==> config.mk <==
export PLATFORM = sky130hd
export DESIGN_NAME = i2c_multibus_monitor
export DESIGN_NICKNAME = d
export VERILOG_FILES = /design/src/rtl/i2c_mon_pkg.sv /design/src/rtl/i2c_bus_decoder.sv /design/src/rtl/i2c_multibus_monitor.sv
export SDC_FILE = /design/constraint.sdc
export NUM_CORES = 1
export LEC_CHECK = 0
export BUFFER_PORTS_ARGS = -buffer_cell sky130_fd_sc_hd__buf_2
export CAP_MARGIN = 5
export CORE_MARGIN = 3
export CORE_UTILIZATION = 60
export DETAILED_ROUTE_END_ITERATION = 16
export PLACE_DENSITY = 0.82
export SKIP_CTS_REPAIR_TIMING = 1
export SLEW_MARGIN = 5
export SYNTH_ARGS = -nofsm -noshare
export SYNTH_HDL_FRONTEND = slang
export SYNTH_SLANG_ARGS = --single-unit
export TNS_END_PERCENT = 30
==> constraint.sdc <==
create_clock -name clk_i -period 8 [get_ports clk_i]
set_clock_uncertainty 0.15 [all_clocks]
set_input_delay 0.4 -clock clk_i [delete_from_list [all_inputs] [get_ports clk_i]]
set_output_delay 0.4 -clock clk_i [all_outputs]
set_load 0.03 [all_outputs]
==> src/rtl/i2c_mon_pkg.sv <==
// Shared types for the multi-bus I2C monitor: event kinds, decoder states,
// the bus-independent record body and field offsets within a record.
package i2c_mon_pkg;

    typedef enum logic [1:0] {
        MON_START  = 2'b00,
        MON_RSTART = 2'b01,
        MON_BYTE   = 2'b10,
        MON_STOP   = 2'b11
    } mon_kind_t;

    typedef enum logic [1:0] {
        ST_IDLE,
        ST_BITS,
        ST_ACKB
    } dec_state_t;

    typedef struct packed {
        mon_kind_t  kind;
        logic       ack;
        logic [7:0] data;
    } mon_rec_t;

    localparam int REC_DATA_LSB = 0;
    localparam int REC_ACK_BIT  = 8;
    localparam int REC_KIND_LSB = 9;
    localparam int REC_BASE_W   = 11;
    localparam int REC_BID_LSB  = REC_BASE_W;

    function automatic int bid_width(input int n);
        return (n > 1) ? $clog2(n) : 1;
    endfunction

endpackage

==> src/rtl/i2c_bus_decoder.sv <==
// One bus: scl/sda synchronizers, START/STOP/bit decoding and a one-entry
// holding register that the top-level arbiter drains. MON_TIMESTAMP_EN adds a timestamp.
module i2c_bus_decoder
    import i2c_mon_pkg::*;
#(
    parameter int SYNC_STAGES = 2
`ifdef MON_TIMESTAMP_EN
    , parameter int TS_W = 16
`endif
) (
    input  logic            clk_i,
    input  logic            rst_ni,
    input  logic            scl_i,
    input  logic            sda_i,
    input  logic            en_i,
`ifdef MON_TIMESTAMP_EN
    input  logic [TS_W-1:0] ts_i,
    output logic [TS_W-1:0] hold_ts_o,
`endif
    input  logic            grant_i,
    output logic            hold_full_o,
    output mon_rec_t        hold_rec_o,
    output logic            drop_o
);

    logic [SYNC_STAGES-1:0] scl_sync_reg;
    logic [SYNC_STAGES-1:0] sda_sync_reg;
    logic                   scl_prev_reg;
    logic                   sda_prev_reg;
    dec_state_t             state_reg;
    logic [7:0]             shift_reg;
    logic [2:0]             bitcnt_reg;
    logic                   hold_full_reg;
    mon_rec_t               hold_rec_reg;
`ifdef MON_TIMESTAMP_EN
    logic [TS_W-1:0]        hold_ts_reg;
`endif

    logic     s_scl, s_sda;
    logic     scl_rise, start_cond, stop_cond;
    logic     ev_valid;
    mon_rec_t ev_rec;

    assign s_scl      = scl_sync_reg[SYNC_STAGES-1];
    assign s_sda      = sda_sync_reg[SYNC_STAGES-1];
    assign scl_rise   = s_scl & ~scl_prev_reg;
    assign start_cond = s_scl & scl_prev_reg & sda_prev_reg & ~s_sda;
    assign stop_cond  = s_scl & scl_prev_reg & ~sda_prev_reg & s_sda;

    always_comb begin
        ev_valid = 1'b0;
        ev_rec   = '{kind: MON_START, ack: 1'b0, data: 8'h00};
        if (en_i) begin
            if (start_cond) begin
                ev_valid    = 1'b1;
                ev_rec.kind = (state_reg == ST_IDLE) ? MON_START : MON_RSTART;
            end else if (stop_cond) begin
                ev_valid    = 1'b1;
                ev_rec.kind = MON_STOP;
            end else if (state_reg == ST_ACKB && scl_rise) begin
                ev_valid    = 1'b1;
                ev_rec.kind = MON_BYTE;
                ev_rec.ack  = ~s_sda;
                ev_rec.data = shift_reg;
            end
        end
    end

    // A grant in the same cycle frees the slot, so the new event is not lost.
    assign drop_o = ev_valid & hold_full_reg & ~grant_i;

    always_ff @(posedge clk_i or negedge rst_ni) begin
        if (!rst_ni) begin
            scl_sync_reg  <= '1;
            sda_sync_reg  <= '1;
            scl_prev_reg  <= 1'b1;
            sda_prev_reg  <= 1'b1;
            state_reg     <= ST_IDLE;
            shift_reg     <= '0;
            bitcnt_reg    <= '0;
            hold_full_reg <= 1'b0;
            hold_rec_reg  <= '0;
`ifdef MON_TIMESTAMP_EN
            hold_ts_reg   <= '0;
`endif
        end else begin
            scl_sync_reg <= {scl_sync_reg[SYNC_STAGES-2:0], scl_i};
            sda_sync_reg <= {sda_sync_reg[SYNC_STAGES-2:0], sda_i};
            scl_prev_reg <= s_scl;
            sda_prev_reg <= s_sda;
            if (!en_i) begin
                state_reg     <= ST_IDLE;
                shift_reg     <= '0;
                bitcnt_reg    <= '0;
                hold_full_reg <= 1'b0;
                hold_rec_reg  <= '0;
`ifdef MON_TIMESTAMP_EN
                hold_ts_reg   <= '0;
`endif
            end else begin
                if (start_cond) begin
                    state_reg  <= ST_BITS;
                    shift_reg  <= '0;
                    bitcnt_reg <= '0;
                end else if (stop_cond) begin
                    state_reg  <= ST_IDLE;
                    shift_reg  <= '0;
                    bitcnt_reg <= '0;
                end else if (scl_rise) begin
                    case (state_reg)
                        ST_BITS: begin
                            shift_reg <= {shift_reg[6:0], s_sda};
                            if (bitcnt_reg == 3'd7) begin
                                state_reg  <= ST_ACKB;
                                bitcnt_reg <= '0;
                            end else begin
                                bitcnt_reg <= bitcnt_reg + 3'd1;
                            end
                        end
                        ST_ACKB: begin
                            state_reg  <= ST_BITS;
                            bitcnt_reg <= '0;
                        end
                        default: ;
                    endcase
                end

                if (ev_valid && (!hold_full_reg || grant_i)) begin
                    hold_full_reg <= 1'b1;
                    hold_rec_reg  <= ev_rec;
`ifdef MON_TIMESTAMP_EN
                    hold_ts_reg   <= ts_i;
`endif
                end else if (grant_i) begin
                    hold_full_reg <= 1'b0;
                end
            end
        end
    end

    assign hold_full_o = hold_full_reg;
    assign hold_rec_o  = hold_rec_reg;
`ifdef MON_TIMESTAMP_EN
    assign hold_ts_o   = hold_ts_reg;
`endif

endmodule

==> src/rtl/i2c_multibus_monitor.sv <==
// Passive monitor for NUM_BUSES I2C buses: per-bus decoders, round-robin merge
// into a FWFT record FIFO. MON_TIMESTAMP_EN prepends a TS_W-bit cycle timestamp.
module i2c_multibus_monitor
    import i2c_mon_pkg::*;
#(
    parameter int  NUM_BUSES   = 16,
    parameter int  SYNC_STAGES = 2,
    parameter int  FIFO_DEPTH  = 16,
    parameter int  TS_W        = 16,
    localparam int BID_W       = bid_width(NUM_BUSES),
`ifdef MON_TIMESTAMP_EN
    localparam int REC_W       = BID_W + REC_BASE_W + TS_W,
`else
    localparam int REC_W       = BID_W + REC_BASE_W,
`endif
    localparam int LVL_W       = $clog2(FIFO_DEPTH) + 1
) (
    input  logic                 clk_i,
    input  logic                 rst_ni,
    input  logic [NUM_BUSES-1:0] scl_i,
    input  logic [NUM_BUSES-1:0] sda_i,
    input  logic [NUM_BUSES-1:0] bus_en_i,
    output logic                 rec_valid_o,
    input  logic                 rec_ready_i,
    output logic [REC_W-1:0]     rec_data_o,
    output logic [LVL_W-1:0]     level_o,
    output logic                 ovf_o,
    input  logic                 ovf_clr_i
);

    localparam int AW = $clog2(FIFO_DEPTH);

    logic [NUM_BUSES-1:0] hold_full;
    logic [NUM_BUSES-1:0] drop;
    logic [NUM_BUSES-1:0] grant;
    mon_rec_t             hold_rec [NUM_BUSES];
`ifdef MON_TIMESTAMP_EN
    logic [TS_W-1:0]      hold_ts [NUM_BUSES];
    logic [TS_W-1:0]      ts_cnt_reg;

    always_ff @(posedge clk_i or negedge rst_ni) begin
        if (!rst_ni) ts_cnt_reg <= '0;
        else         ts_cnt_reg <= ts_cnt_reg + 1'b1;
    end
`endif

    for (genvar gi = 0; gi < NUM_BUSES; gi++) begin : g_bus
        i2c_bus_decoder #(
            .SYNC_STAGES (SYNC_STAGES)
`ifdef MON_TIMESTAMP_EN
            , .TS_W      (TS_W)
`endif
        ) u_dec (
            .clk_i       (clk_i),
            .rst_ni      (rst_ni),
            .scl_i       (scl_i[gi]),
            .sda_i       (sda_i[gi]),
            .en_i        (bus_en_i[gi]),
`ifdef MON_TIMESTAMP_EN
            .ts_i        (ts_cnt_reg),
            .hold_ts_o   (hold_ts[gi]),
`endif
            .grant_i     (grant[gi]),
            .hold_full_o (hold_full[gi]),
            .hold_rec_o  (hold_rec[gi]),
            .drop_o      (drop[gi])
        );
    end

    logic [BID_W-1:0] rr_ptr_reg;
    logic [BID_W-1:0] grant_idx;
    logic             grant_valid;
    logic             push, pop, fifo_full;
    logic [REC_W-1:0] wr_rec;
    logic [REC_W-1:0] fifo_mem [FIFO_DEPTH];
    logic [AW-1:0]    wr_ptr_reg, rd_ptr_reg;
    logic [LVL_W-1:0] count_reg;
    logic             ovf_reg;

    // Scan from the pointer upward; iterating downward lets the nearest request win.
    always_comb begin
        int idx;
        idx         = 0;
        grant_valid = 1'b0;
        grant_idx   = '0;
        for (int k = NUM_BUSES - 1; k >= 0; k--) begin
            idx = int'(rr_ptr_reg) + k;
            if (idx >= NUM_BUSES) idx = idx - NUM_BUSES;
            if (hold_full[idx]) begin
                grant_valid = 1'b1;
                grant_idx   = BID_W'(idx);
            end
        end
    end

    assign rec_valid_o = (count_reg != '0);
    assign fifo_full   = (count_reg == LVL_W'(FIFO_DEPTH));
    assign pop         = rec_valid_o & rec_ready_i;
    assign push        = grant_valid & (~fifo_full | pop);

    for (genvar gi = 0; gi < NUM_BUSES; gi++) begin : g_grant
        assign grant[gi] = push && (grant_idx == BID_W'(gi));
    end

    always_comb begin
        wr_rec = '0;
        wr_rec[REC_BASE_W-1:0]       = hold_rec[grant_idx];
        wr_rec[REC_BID_LSB +: BID_W] = grant_idx;
`ifdef MON_TIMESTAMP_EN
        wr_rec[REC_BID_LSB + BID_W +: TS_W] = hold_ts[grant_idx];
`endif
    end

    always_ff @(posedge clk_i) begin
        if (push) fifo_mem[wr_ptr_reg] <= wr_rec;
    end

    always_ff @(posedge clk_i or negedge rst_ni) begin
        if (!rst_ni) begin
            rr_ptr_reg <= '0;
            wr_ptr_reg <= '0;
            rd_ptr_reg <= '0;
            count_reg  <= '0;
            ovf_reg    <= 1'b0;
        end else begin
            if (push) begin
                wr_ptr_reg <= wr_ptr_reg + 1'b1;
                if (int'(grant_idx) == NUM_BUSES - 1) rr_ptr_reg <= '0;
                else                                  rr_ptr_reg <= grant_idx + 1'b1;
            end
            if (pop) rd_ptr_reg <= rd_ptr_reg + 1'b1;
            case ({push, pop})
                2'b10:   count_reg <= count_reg + 1'b1;
                2'b01:   count_reg <= count_reg - 1'b1;
                default: ;
            endcase
            if (|drop)          ovf_reg <= 1'b1;
            else if (ovf_clr_i) ovf_reg <= 1'b0;
        end
    end

    // Gated so the output reads zero whenever nothing is queued.
    assign rec_data_o = rec_valid_o ? fifo_mem[rd_ptr_reg] : '0;
    assign level_o    = count_reg;
    assign ovf_o      = ovf_reg;

endmodule

==> key figures <==
Status
  • Status: finished, violations left
  • Failing checks: hold timing

Floorplanning
  • Full die area: around 0.063 mm²
  • Boundary pin count: 74
  • Initial cell density of the core: approximately three fifths
  • Placeable core area: 0.0584 mm²
  • DIE WIDTH: between 200 and 300 µm
  • Row count: between 80 and 90
  • Chip height: 250 µm

Setup path
  • Peak per-stage delay on the critical path: between 1000 and 1500 ps
  • Worst reg2reg setup slack: 980 ps
  • Setup crit end: ovf_o
  • Buffering stage count on the worst path with inverters included: 2
  • Cell type group with the largest total delay on the critical path: simple AND/OR/NAND/NOR gates
  • Nature of the critical path endpoint: flip-flop
  • Critical path's slowest cell: dfrtp_1
  • Data required time at the worst endpoint: roughly 8400 ps
  • Crit path cell chain: inv_1 -> ha_1 -> mux2i_1 -> o22ai_1 -> or3b_1 -> nor3_1 -> nor4b_1 -> or2_2 -> inv_2 -> nand3_1 -> o31ai_2 -> o22ai_1 -> a311o_1 -> or4_1
  • Number of cells on the worst reg-to-reg path: 14
  • Worst Setup Path Type: flip-flop to flip-flop
  • Largest driver fanout on the critical path: 48
  • Capture point of the worst reg-to-reg path: ovf_o
  • Arrival time of the worst setup path: around 7400 ps
  • Timing startpoint of the critical path: rr_ptr_reg[2]
  • Worst path depth: 14
  • Cell repeated most along the worst path: o22ai_1
  • Worst r2r src: rr_ptr_reg[2]
  • Critical path startpoint category: flip-flop

Synthesis
  • Synthesized instance count: just over 3000
  • Fraction of synthesis flops using an asynchronous set or reset pin: 68.2%
  • #FFs+latches synth: 754
  • Post-Synth Adder-Cell Area: ~1.7%
  • Most used flip-flop cell after synthesis: dfrtp_1
  • Number of flops mapped to enable cells by yosys: 240
  • Biggest area contributors in the synthesized netlist: dfrtp_1 (29%), edfxtp_1 (20%), dfstp_2 (7.1%), mux4_2 (6.1%), mux2i_1 (5.8%)
  • Sequential element share of the synthesized area: between 50% and 60%
  • Fraction of the mapped netlist area in compound gates: around 11%
  • Share of Yosys cell area claimed by the top area cell type: 29.2%
  • Share of cell area taken by muxes after synthesis: about 13%
  • Share of synthesized cell area in and, or, nand and nor gates: 13.5%
  • Avg Cell Area, Syn: 11.7 µm²
  • Post-synthesis xor/xnor area fraction: less than 1%
  • Warnings, synthesis: 0
  • Largest area contributor in the netlist: dfrtp_1
  • Main combinational cell family by area after synthesis: simple AND/OR/NAND/NOR gates
  • Cell area after technology mapping: around 0.036 mm²
  • Number of library cell types mapped by synthesis: 89
  • Post-Synthesis Net Count: 3167

Cells and area
  • Max FFs per register: 240
  • Filler Cell Count: ~4000
  • Fraction of layout cells with a size suffix above 1: between 15 and 20%
  • Post-layout net count: 3272
  • Non-Filler Cell Area, Final: around 0.04 mm²
  • Ant diodes: 0
  • Synthesis-to-finish area growth: 12.0%

Clock tree
  • Clock latency of the later-clocked register in the worst-skew pair: 640 ps
  • Inserted Clock Buffers: 76
  • Clock slew at reported path FFs: about 60 ps
  • TritonCTS clock tree: built
  • CTS root buffer: clkbuf_16
  • CTS sink cnt: between 700 and 800
  • Number of buffers on the longest clock path: 3
  • Total number of H-tree levels: 3

Global route
  • GR met1 Demand/Resource: 38.0%
  • Antenna violations before repair: 1
  • Overflow left after global routing: 0
  • Routing usage on met2: about half
  • First-pass GRT wire length: ~140 mm
  • Maximum number of pins on one net before global-route repair: 168
  • Vias in the first global route: approximately 25000
  • Global routing met3 resource utilization: between 3 and 4%
  • Most utilized layer in the global route result: met2
  • Tot GR Track Use: 28.8%

Timing
  • Max-slew violation count: 0
  • Final number of hold-violating endpoints: 3
  • Final-report setup violation count: 0
  • Final critical-path share of the clock period: roughly 88%
  • Total Neg Setup Slack: 0 ps
  • RSZ-0062 raised after global routing: no
  • Final-layout worst hold slack: -4.04 ps
  • Rel. slew slack: a little over a tenth
  • Tmin final: ~7000 ps
  • Transition at the pin with the smallest max-transition slack: around 1300 ps
  • Worst setup slack after layout: roughly 980 ps
  • Maximum clock frequency: ~140 MHz

Drt
  • Number of DRC violations after detailed routing: 0
  • Drt first-iter violations: around 2600
  • Drt via density: 6.36
  • Via count of the routed design: 25442
  • Iteration count of the initial detailed-routing pass: 8
  • Avg WL per Cell: between 20 and 25 µm
  • DRT Wirelength: between 90 and 100 mm
  • Antenna violation net count after detailed routing: 0

Placement
  • Port bufs: 73
  • GPL Wtd Cong: ~0.95
  • Pre-CTS setup slack: between 1000 and 1500 ps
  • Standard cell area after detailed placement: roughly 0.037 mm²
  • DPL Wire Length: 62.7 mm

Job
  • Max capacitance violation total: 0

Hold path
  • Worst min-delay path category: input pin to flip-flop
==> worst min path at each step <==
| stage | from | endpoint | slack, ps | cells past startpoint |
|---|---|---|---|---|
| after floorplan | rst_ni | g_bus[0].u_dec.bitcnt_reg[0] | -50 | 0 |
| after global placement | g_bus[0].u_dec.scl_sync_reg[0] | g_bus[0].u_dec.scl_sync_reg[1] | 200 | 0 |
| after detailed placement | g_bus[1].u_dec.scl_sync_reg[0] | g_bus[1].u_dec.scl_sync_reg[1] | 200 | 0 |
| after CTS | rst_ni | g_bus[2].u_dec.bitcnt_reg[0] | -390 | 1 |
| after global routing | bus_en_i[8] | g_bus[8].u_dec.hold_rec_o[3] | 5 | 3 |
| final | bus_en_i[5] | g_bus[5].u_dec.state_reg[0] | -4 | 3 |
==> kinds of logic after synthesis <==
kind of cell             after synthesis
AND/OR/NAND/NOR                     1032
XOR/XNOR                              34
adder cells (fa/ha/maj)               49
AO/OA/AOI/OAI                        613
buffers and inverters                230
multiplexers                         354
flip-flops                           754
==> through the flow <==
| step | hold slack, ps | util, % | std cells |
|---|---|---|---|
| floorplan | -45.6 | - | 3066 |
| global placement | 195 | 63.6 | 3815 |
| detailed placement | 197 | 63.6 | 3815 |
| CTS | -387 | 67.9 | 3955 |
| global route | 4.65 | 68.6 | 3998 |
| finish | -4.04 | 68.6 | 3998 |
==> cells in the mapped netlist (8+ instances only) <==
| cell type | count |
|---|---|
| nor2b_1 | 57 |
| a32oi_1 | 9 |
| nor4_1 | 13 |
| or3_1 | 24 |
| a22oi_1 | 10 |
| and2_1 | 12 |
| a22o_1 | 40 |
| a311oi_1 | 13 |
| dfrtp_1 | 418 |
| nand3b_1 | 13 |
| clkbuf_1 | 102 |
| nor2_1 | 268 |
| xnor2_1 | 22 |
| buf_1 | 20 |
| o31ai_1 | 22 |
| nand2_1 | 344 |
| buf_2 | 16 |
| o22ai_1 | 10 |
| nor4bb_1 | 11 |
| mux2_2 | 45 |
| dfstp_2 | 96 |
| nor3_1 | 44 |
| nor3b_1 | 13 |
| a311o_1 | 8 |
| edfxtp_1 | 240 |
| o21ai_0 | 167 |
| a31oi_1 | 47 |
| o211ai_1 | 37 |
| nand3_1 | 125 |
| a21o_1 | 18 |
| xor2_1 | 10 |
| ha_1 | 48 |
| mux4_2 | 97 |
| o221ai_1 | 11 |
| nand2b_1 | 70 |
| a21oi_1 | 118 |
| a21boi_0 | 19 |
| inv_1 | 79 |
| mux2i_1 | 209 |
| a211oi_1 | 21 |
==> final cells by class <==
class	count	area [µm²]	share of cell area [%]
repair buffers	173	1260	3.14
well taps	765	957	2.39
flip-flops and latches	754	20200	50.4
multi-input cells	2082	14800	37.0
clock inverters	35	382	0.953
inverters	84	315	0.787
clock buffers	105	2130	5.32
==> routing by layer <==
layer	wire, µm	share of wire (%)
met1	36900	41
met2	45000	50
met3	4850	5.4
met4	3860	4.3
met5	0	0
==> tightest hold or removal path, delay by kind of cell <==
family / cells / cell delay, ps
buffers and inverters: 1 / 180
AND/OR/NAND/NOR: 1 / 80
AO/OA/AOI/OAI: 1 / 60
==> layout by cell type (no fill, tap or decap), drive strengths merged, types with 47 or more instances in the layout <==
cell type,count
dfrtp,418
nand2,344
nor2,268
edfxtp,240
mux2i,209
o21ai,169
buf,130
nand3,125
a21oi,118
clkbuf,105
mux4,97
dfstp,96
inv,87
nand2b,70
nor2b,57
ha,48
mux2,48
a31oi,47
Power is not shown: default switching activity piles up to over one toggle a cycle in this logic, so the estimate is an artifact.
